[src/rtl/ras_ctrl.sv]
// Return-address-stack sequencer: call/ret decode, overflow shadow count, flush unwind.
// Optional RAS_CTRL_STATS_EN adds saturating call / return-miss counters.
module ras_ctrl #(
  parameter int unsigned DEPTH = 8,
  parameter int unsigned AW    = 16,
  parameter int unsigned CW    = 4,
  parameter int unsigned OW    = 4
) (
  input  logic          clk,
  input  logic          rst,
  input  logic          call_valid,
  input  logic [AW-1:0] call_ret_addr,
  input  logic          ret_valid,
  output logic [AW-1:0] ret_target,
  output logic          ret_target_valid,
  input  logic          ckpt_save,
  input  logic          flush,
  output logic          busy,
  output logic          ras_push,
  output logic [AW-1:0] ras_data,
  output logic          ras_pop,
  input  logic [AW-1:0] ras_top,
  input  logic          ras_err,
  output logic          lossy,
  output logic          fault
`ifdef RAS_CTRL_STATS_EN
  ,
  output logic [15:0]   stat_calls,
  output logic [15:0]   stat_ret_miss
`endif
);

  typedef enum logic [0:0] {StIdle, StUnwind} state_e;

  state_e        state_q, state_d;
  logic [CW-1:0] depth_q, depth_d, target_q, target_d, ckpt_depth_q, ckpt_depth_d;
  logic [OW-1:0] ovf_q, ovf_d, ckpt_ovf_q, ckpt_ovf_d;
  logic          fault_q, fault_d;

  logic idle_ok, do_call, do_ret, conflict, at_full, ovf_sat, ret_pop;

  assign idle_ok  = (state_q == StIdle) && !flush;
  assign do_call  = idle_ok && call_valid && !ret_valid;
  assign do_ret   = idle_ok && ret_valid && !call_valid;
  assign conflict = idle_ok && call_valid && ret_valid;
  assign at_full  = (depth_q == CW'(DEPTH));
  assign ovf_sat  = (ovf_q == {OW{1'b1}});
  // Returns drain the unmirrored calls first; only then does the RAS hold the answer.
  assign ret_pop  = do_ret && (ovf_q == '0) && (depth_q != '0);

  always_ff @(posedge clk) begin
    if (rst) begin
      state_q      <= StIdle;
      depth_q      <= '0;
      ovf_q        <= '0;
      target_q     <= '0;
      ckpt_depth_q <= '0;
      ckpt_ovf_q   <= '0;
      fault_q      <= 1'b0;
    end else begin
      state_q      <= state_d;
      depth_q      <= depth_d;
      ovf_q        <= ovf_d;
      target_q     <= target_d;
      ckpt_depth_q <= ckpt_depth_d;
      ckpt_ovf_q   <= ckpt_ovf_d;
      fault_q      <= fault_d;
    end
  end

  always_comb begin
    state_d      = state_q;
    depth_d      = depth_q;
    ovf_d        = ovf_q;
    target_d     = target_q;
    ckpt_depth_d = ckpt_depth_q;
    ckpt_ovf_d   = ckpt_ovf_q;
    fault_d      = fault_q | ras_err | conflict;
    if (flush) begin
      ovf_d = ckpt_ovf_q;
      if (ckpt_depth_q < depth_q) begin
        state_d  = StUnwind;
        target_d = ckpt_depth_q;
      end else begin
        state_d = StIdle;
      end
    end else begin
      unique case (state_q)
        StIdle: begin
          if (ckpt_save) begin
            ckpt_depth_d = depth_q;
            ckpt_ovf_d   = ovf_q;
          end
          if (do_call) begin
            if (!at_full) depth_d = depth_q + CW'(1);
            else if (!ovf_sat) ovf_d = ovf_q + OW'(1);
          end
          if (do_ret) begin
            if (ovf_q != '0) ovf_d = ovf_q - OW'(1);
            else if (depth_q != '0) depth_d = depth_q - CW'(1);
          end
        end
        StUnwind: begin
          depth_d = depth_q - CW'(1);
          if (depth_q - CW'(1) == target_q) state_d = StIdle;
        end
      endcase
    end
  end

  always_comb begin
    busy             = (state_q == StUnwind);
    ras_push         = do_call && !at_full;
    ras_pop          = ret_pop || ((state_q == StUnwind) && !flush);
    ras_data         = call_ret_addr;
    ret_target       = (depth_q != '0) ? ras_top : '0;
    ret_target_valid = ret_pop;
    fault            = fault_q;
    if (flush) lossy = (ckpt_depth_q > depth_q);
    else       lossy = do_call && at_full && ovf_sat;
  end

`ifdef RAS_CTRL_STATS_EN
  logic [15:0] stat_calls_q, stat_ret_miss_q;

  always_ff @(posedge clk) begin
    if (rst) begin
      stat_calls_q    <= '0;
      stat_ret_miss_q <= '0;
    end else begin
      if (do_call && (stat_calls_q != 16'hffff)) stat_calls_q <= stat_calls_q + 16'd1;
      if (do_ret && !ret_pop && (stat_ret_miss_q != 16'hffff)) begin
        stat_ret_miss_q <= stat_ret_miss_q + 16'd1;
      end
    end
  end

  assign stat_calls    = stat_calls_q;
  assign stat_ret_miss = stat_ret_miss_q;
`endif

endmodule
[config.mk]
export PLATFORM = sky130hd
export DESIGN_NAME = ras_ctrl
export DESIGN_NICKNAME = d
export VERILOG_FILES = /design/src/rtl/ras_ctrl.sv
export SDC_FILE = /design/constraint.sdc
export NUM_CORES = 1
export LEC_CHECK = 0
export CORE_MARGIN = 1
export CORE_UTILIZATION = 38
export DETAILED_ROUTE_END_ITERATION = 10
export HOLD_SLACK_MARGIN = 0.08
export MAX_ROUTING_LAYER = met4
export PLACE_DENSITY_LB_ADDON = 0.12
export SYNTH_ARGS = -nofsm -noshare
export SYNTH_HDL_FRONTEND = slang
export SYNTH_SLANG_ARGS = --single-unit
export TNS_END_PERCENT = 5
[constraint.sdc]
create_clock -name clk -period 2.4 [get_ports clk]
set_input_delay 0.36 -clock clk [delete_from_list [all_inputs] [get_ports clk]]
set_output_delay 0.36 -clock clk [all_outputs]
set_load 0.02 [all_outputs]
==> results.toml <==
[run_status]
run_status = "finished clean"

[yosys]
yosys-top-cells-area = "sky130_fd_sc_hd__dfxtp_1 26%, sky130_fd_sc_hd__buf_4 7.5%, sky130_fd_sc_hd__ha_1 5.8%"
synth.yosys.seq_area_share_pct = 25.7
yosys.area.top_type = "sky130_fd_sc_hd__dfxtp_1"
post_synth_num_cell_types = 52
syn-instance-count = 220
synthArstFlopShare_pct = 0
synthesis.area_um2 = 1710
yosys_warnings = 0
synth_top_area_share_pct = 25.7
mappedNetlistNets = 267
synth.ff_latch_count = 22
syn-mean-instance-area_um2 = 7.78
synth-main-ff-cell = "sky130_fd_sc_hd__dfxtp_1"
number_of_enable_flip_flop_cells_after_synthesis = 0

[power_and_ir_drop]
cellLeakagePower_nw = 1.16
pwr-share-comb_pct = 42.8
p_switching_mw = 0.399
pwr-share-clk_pct = 24.3
fraction_of_power_consumed_by_sequential_logic_pct = 32.9
power.density_nw_per_um2 = 499
ir_drop_mv = 0.360
power_report.internal_total_mw = 0.771
sw_ratio_pct = 34.1

[drt]
drt-wirelength-per-cell_um = 13.4
route.detailed.vias_per_inst = 5.17
met3_wire_length_um = 322
top_layer_used = "met4"
wl_met2_mm = 1.81
met1_length_mm = 2.05
num_vias = 1638
dr.first_iter.drc_count = 75
route.detailed.drc = 0
antenna_violating_nets_post_route = 0
drt-total-wl_mm = 4.26
drtPass1Iterations = 4

[critical_path]
worstSetupStartpoint = "flush"
criticalPathCategory = "input port to output pin"
arrival_time_at_the_worst_endpoint_ns = 2.01
critPathCaptureType = "output pin"
worst_r2r_startpoint = "ovf_q[1]"
timing.critical_path.required_ns = 2.04
worst_setup_path_start_kind = "input port"
crit_path_max_fanout = 6

[global_route]
antenna_found_initial = 0
grt_start_max_net_pins = 17
grt_pass1_vias = 1502
globalRouteTotalUtil_pct = 19.3
grt_first_pass_wirelength_mm = 7.26
grt_remaining_overflow = 0

[clocking]
clock-sinks = 22
numCtsBuffers = 3
cts-root-buf = "sky130_fd_sc_hd__clkbuf_8"
htree_num_levels = 1
tritoncts = "done"
post-cts-setup-buffers = 0
worst_setup_hold_path_clk_slew_ns = 0.09
clock_insertion_delay_worst_skew_ns = 0.28
cts-root-to-sink-buffers = 2

[floorplan]
fp.dieH_um = 69.1
top_level_ports = 77
total_number_of_placement_rows = 24
design.core.area_um2 = 4350
dieArea_um2 = 4780
start_util_pct = 39.3
fp.dieW_um = 69.1

[run]
cap_violations = 0

[timing]
setup_viol = 0
worst_clock_skew_ns = 0.00366
post-route-period-util_pct = 98.6
fmax_mhz = 423
finalCriticalPeriod_ns = 2.37
hold_viol_final = 0
final_max_slew_viol_count = 0
rsz0062_at_grt = "true"
timing.slew.headroom_pct = 76.7
timing_worst_slew_pin_value_ns = 0.348
post_route_setup_tns_ns = 0

[layout]
area_growth_pct = 36.8
post_route_design_area_um2 = 2340
final_nets = 313
number_of_antenna_repair_diodes = 0
post_route_cells_drive_above_1_share_pct = 17.0
final_util_pct = 53.8

[place]
place_hpwl_mm = 3.33
io_buffers = 44
place.gp.congestion = 0.844
detailed_place.area_um2 = 2250

[min_path]
worstHoldStart = "ckpt_ovf_q[1]"
worstHoldPathType = "flip-flop to flip-flop"
==> final timing paths <==
| kind | to | slack, ns | depth (start not counted) |
|---|---|---|---|
| worst min register to register | ckpt_ovf_q[1] | 0.46 | 2 |
| worst min-delay path | ckpt_ovf_q[1] | 0.46 | 2 |
| worst max register to register | depth_q[3] | 0.30 | 7 |
| worst max-delay path | ras_push | 0.03 | 5 |
==> layout make-up <==
class / instances / area (µm²)
Fill cell: 427 / 2010
Sequential cell: 22 / 440
Inverter: 13 / 48.8
Multi-Input combinational cell: 157 / 1080
Tap cell: 52 / 65.1
Timing Repair Buffer: 69 / 652
Clock buffer: 4 / 55.1
==> metrics by stage <==
stage               hold WS, ns  instances  worst slack, ns  total power, mW
floorplan                 0.436        220            0.129            0.714
detailed placement        0.450        313           -0.474            0.893
global placement          0.444        313           -0.460            0.894
finish                    0.461        317           0.0337             1.17
global route              0.484        317          -0.0682             1.24
CTS                       0.463        317         -0.00162             1.17
==> kinds of logic (layout without fill, tap and decap cells) <==
group / after synthesis / count (layout) / synth area share, %
XOR/XNOR: 7 / 7 / 3.58
multiplexers: 9 / 9 / 5.70
flip-flops: 22 / 22 / 25.7
AO/OA/AOI/OAI: 42 / 42 / 17.4
adder cells (fa/ha/maj): 8 / 8 / 5.85
AND/OR/NAND/NOR: 91 / 91 / 28.6
buffers and inverters: 41 / 86 / 13.2
==> power by group through the flow <==
stage / clock, mW / sequential (mW) / combinational, mW
after floorplan: 0 / 0.399 / 0.316
after global placement: 0 / 0.394 / 0.500
after detailed placement: 0 / 0.394 / 0.500
after CTS: 0.289 / 0.385 / 0.499
after global routing: 0.310 / 0.387 / 0.542
final: 0.284 / 0.385 / 0.500
==> critical path, stage by stage <==
cell	delay, ns
sky130_fd_sc_hd__clkdlybuf4s50_1	0.45
sky130_fd_sc_hd__buf_4	0.18
sky130_fd_sc_hd__or4b_2	0.72
sky130_fd_sc_hd__nor2_2	0.14
sky130_fd_sc_hd__buf_4	0.15
==> flip-flops by register name, indices dropped and copies added, names as in the netlist <==
register and count:
busy 1, ckpt_ovf_q 4, depth_q 4, fault 1
ckpt_depth_q 4, ovf_q 4, target_q 4
==> repair_timing <==
item	4_1_cts	5_1_grt
gates cloned	0	0
hold buffers	0	0
gates resized for setup	16	17
pin swaps	0	2
endpoints found under the setup margin	4	21
==> synth_stat cells (all sizes together) (2+ instances only) <==
| library cell | number |
|---|---|
| a21oi | 14 |
| ha | 8 |
| mux2i | 6 |
| or4b | 2 |
| nor2 | 15 |
| dfxtp | 22 |
| o22ai | 2 |
| nand4 | 2 |
| inv | 13 |
| nand3 | 4 |
| o31ai | 2 |
| buf | 20 |
| a21o | 2 |
| o21a | 2 |
| xor2 | 4 |
| o21ai | 3 |
| a31oi | 3 |
| clkbuf | 8 |
| nand3b | 2 |
| nor2b | 16 |
| nand2b | 2 |
| nor3b | 3 |
| mux2 | 3 |
| nor3 | 7 |
| nand2 | 26 |
| and3 | 4 |
| a211oi | 3 |
| xnor2 | 3 |
==> cells in the final DEF, fill, tap and decap left out, types with 2 or more instances in the layout <==
| cell | synthesis | routed |
|---|---|---|
| sky130_fd_sc_hd__a21o_1 | 2 | 2 |
| sky130_fd_sc_hd__dfxtp_1 | 22 | 22 |
| sky130_fd_sc_hd__ha_1 | 8 | 8 |
| sky130_fd_sc_hd__xor2_1 | 4 | 4 |
| sky130_fd_sc_hd__mux2_2 | 2 | 2 |
| sky130_fd_sc_hd__buf_4 | 17 | 26 |
| sky130_fd_sc_hd__nor3_1 | 7 | 7 |
| sky130_fd_sc_hd__o22ai_1 | 2 | 2 |
| sky130_fd_sc_hd__o21ai_0 | 3 | 3 |
| sky130_fd_sc_hd__a31oi_1 | 3 | 3 |
| sky130_fd_sc_hd__nand3_1 | 4 | 4 |
| sky130_fd_sc_hd__and3_1 | 4 | 4 |
| sky130_fd_sc_hd__xnor2_1 | 3 | 3 |
| sky130_fd_sc_hd__mux2i_1 | 6 | 6 |
| sky130_fd_sc_hd__nor3b_1 | 3 | 2 |
| sky130_fd_sc_hd__nand2b_1 | 2 | 2 |
| sky130_fd_sc_hd__dlymetal6s2s_1 | 0 | 12 |
| sky130_fd_sc_hd__o21a_1 | 2 | 2 |
| sky130_fd_sc_hd__nand3b_1 | 2 | 2 |
| sky130_fd_sc_hd__nor2_1 | 15 | 14 |
| sky130_fd_sc_hd__a211oi_2 | 2 | 2 |
| sky130_fd_sc_hd__nand4_1 | 2 | 2 |
| sky130_fd_sc_hd__clkdlybuf4s50_1 | 0 | 28 |
| sky130_fd_sc_hd__clkbuf_8 | 0 | 4 |
| sky130_fd_sc_hd__o31ai_1 | 2 | 2 |
| sky130_fd_sc_hd__a21oi_1 | 14 | 14 |
| sky130_fd_sc_hd__nand2_1 | 26 | 26 |
| sky130_fd_sc_hd__nor2b_1 | 16 | 16 |
| sky130_fd_sc_hd__inv_1 | 13 | 13 |
==> metal layers <==
layer  up-vias  GRT usage, %
li1        845             -
met1       721          25.0
met2        63          28.5
met3         9          5.12
met4         0          7.71
met5         -             -
(Power assumes the default switching activity.)
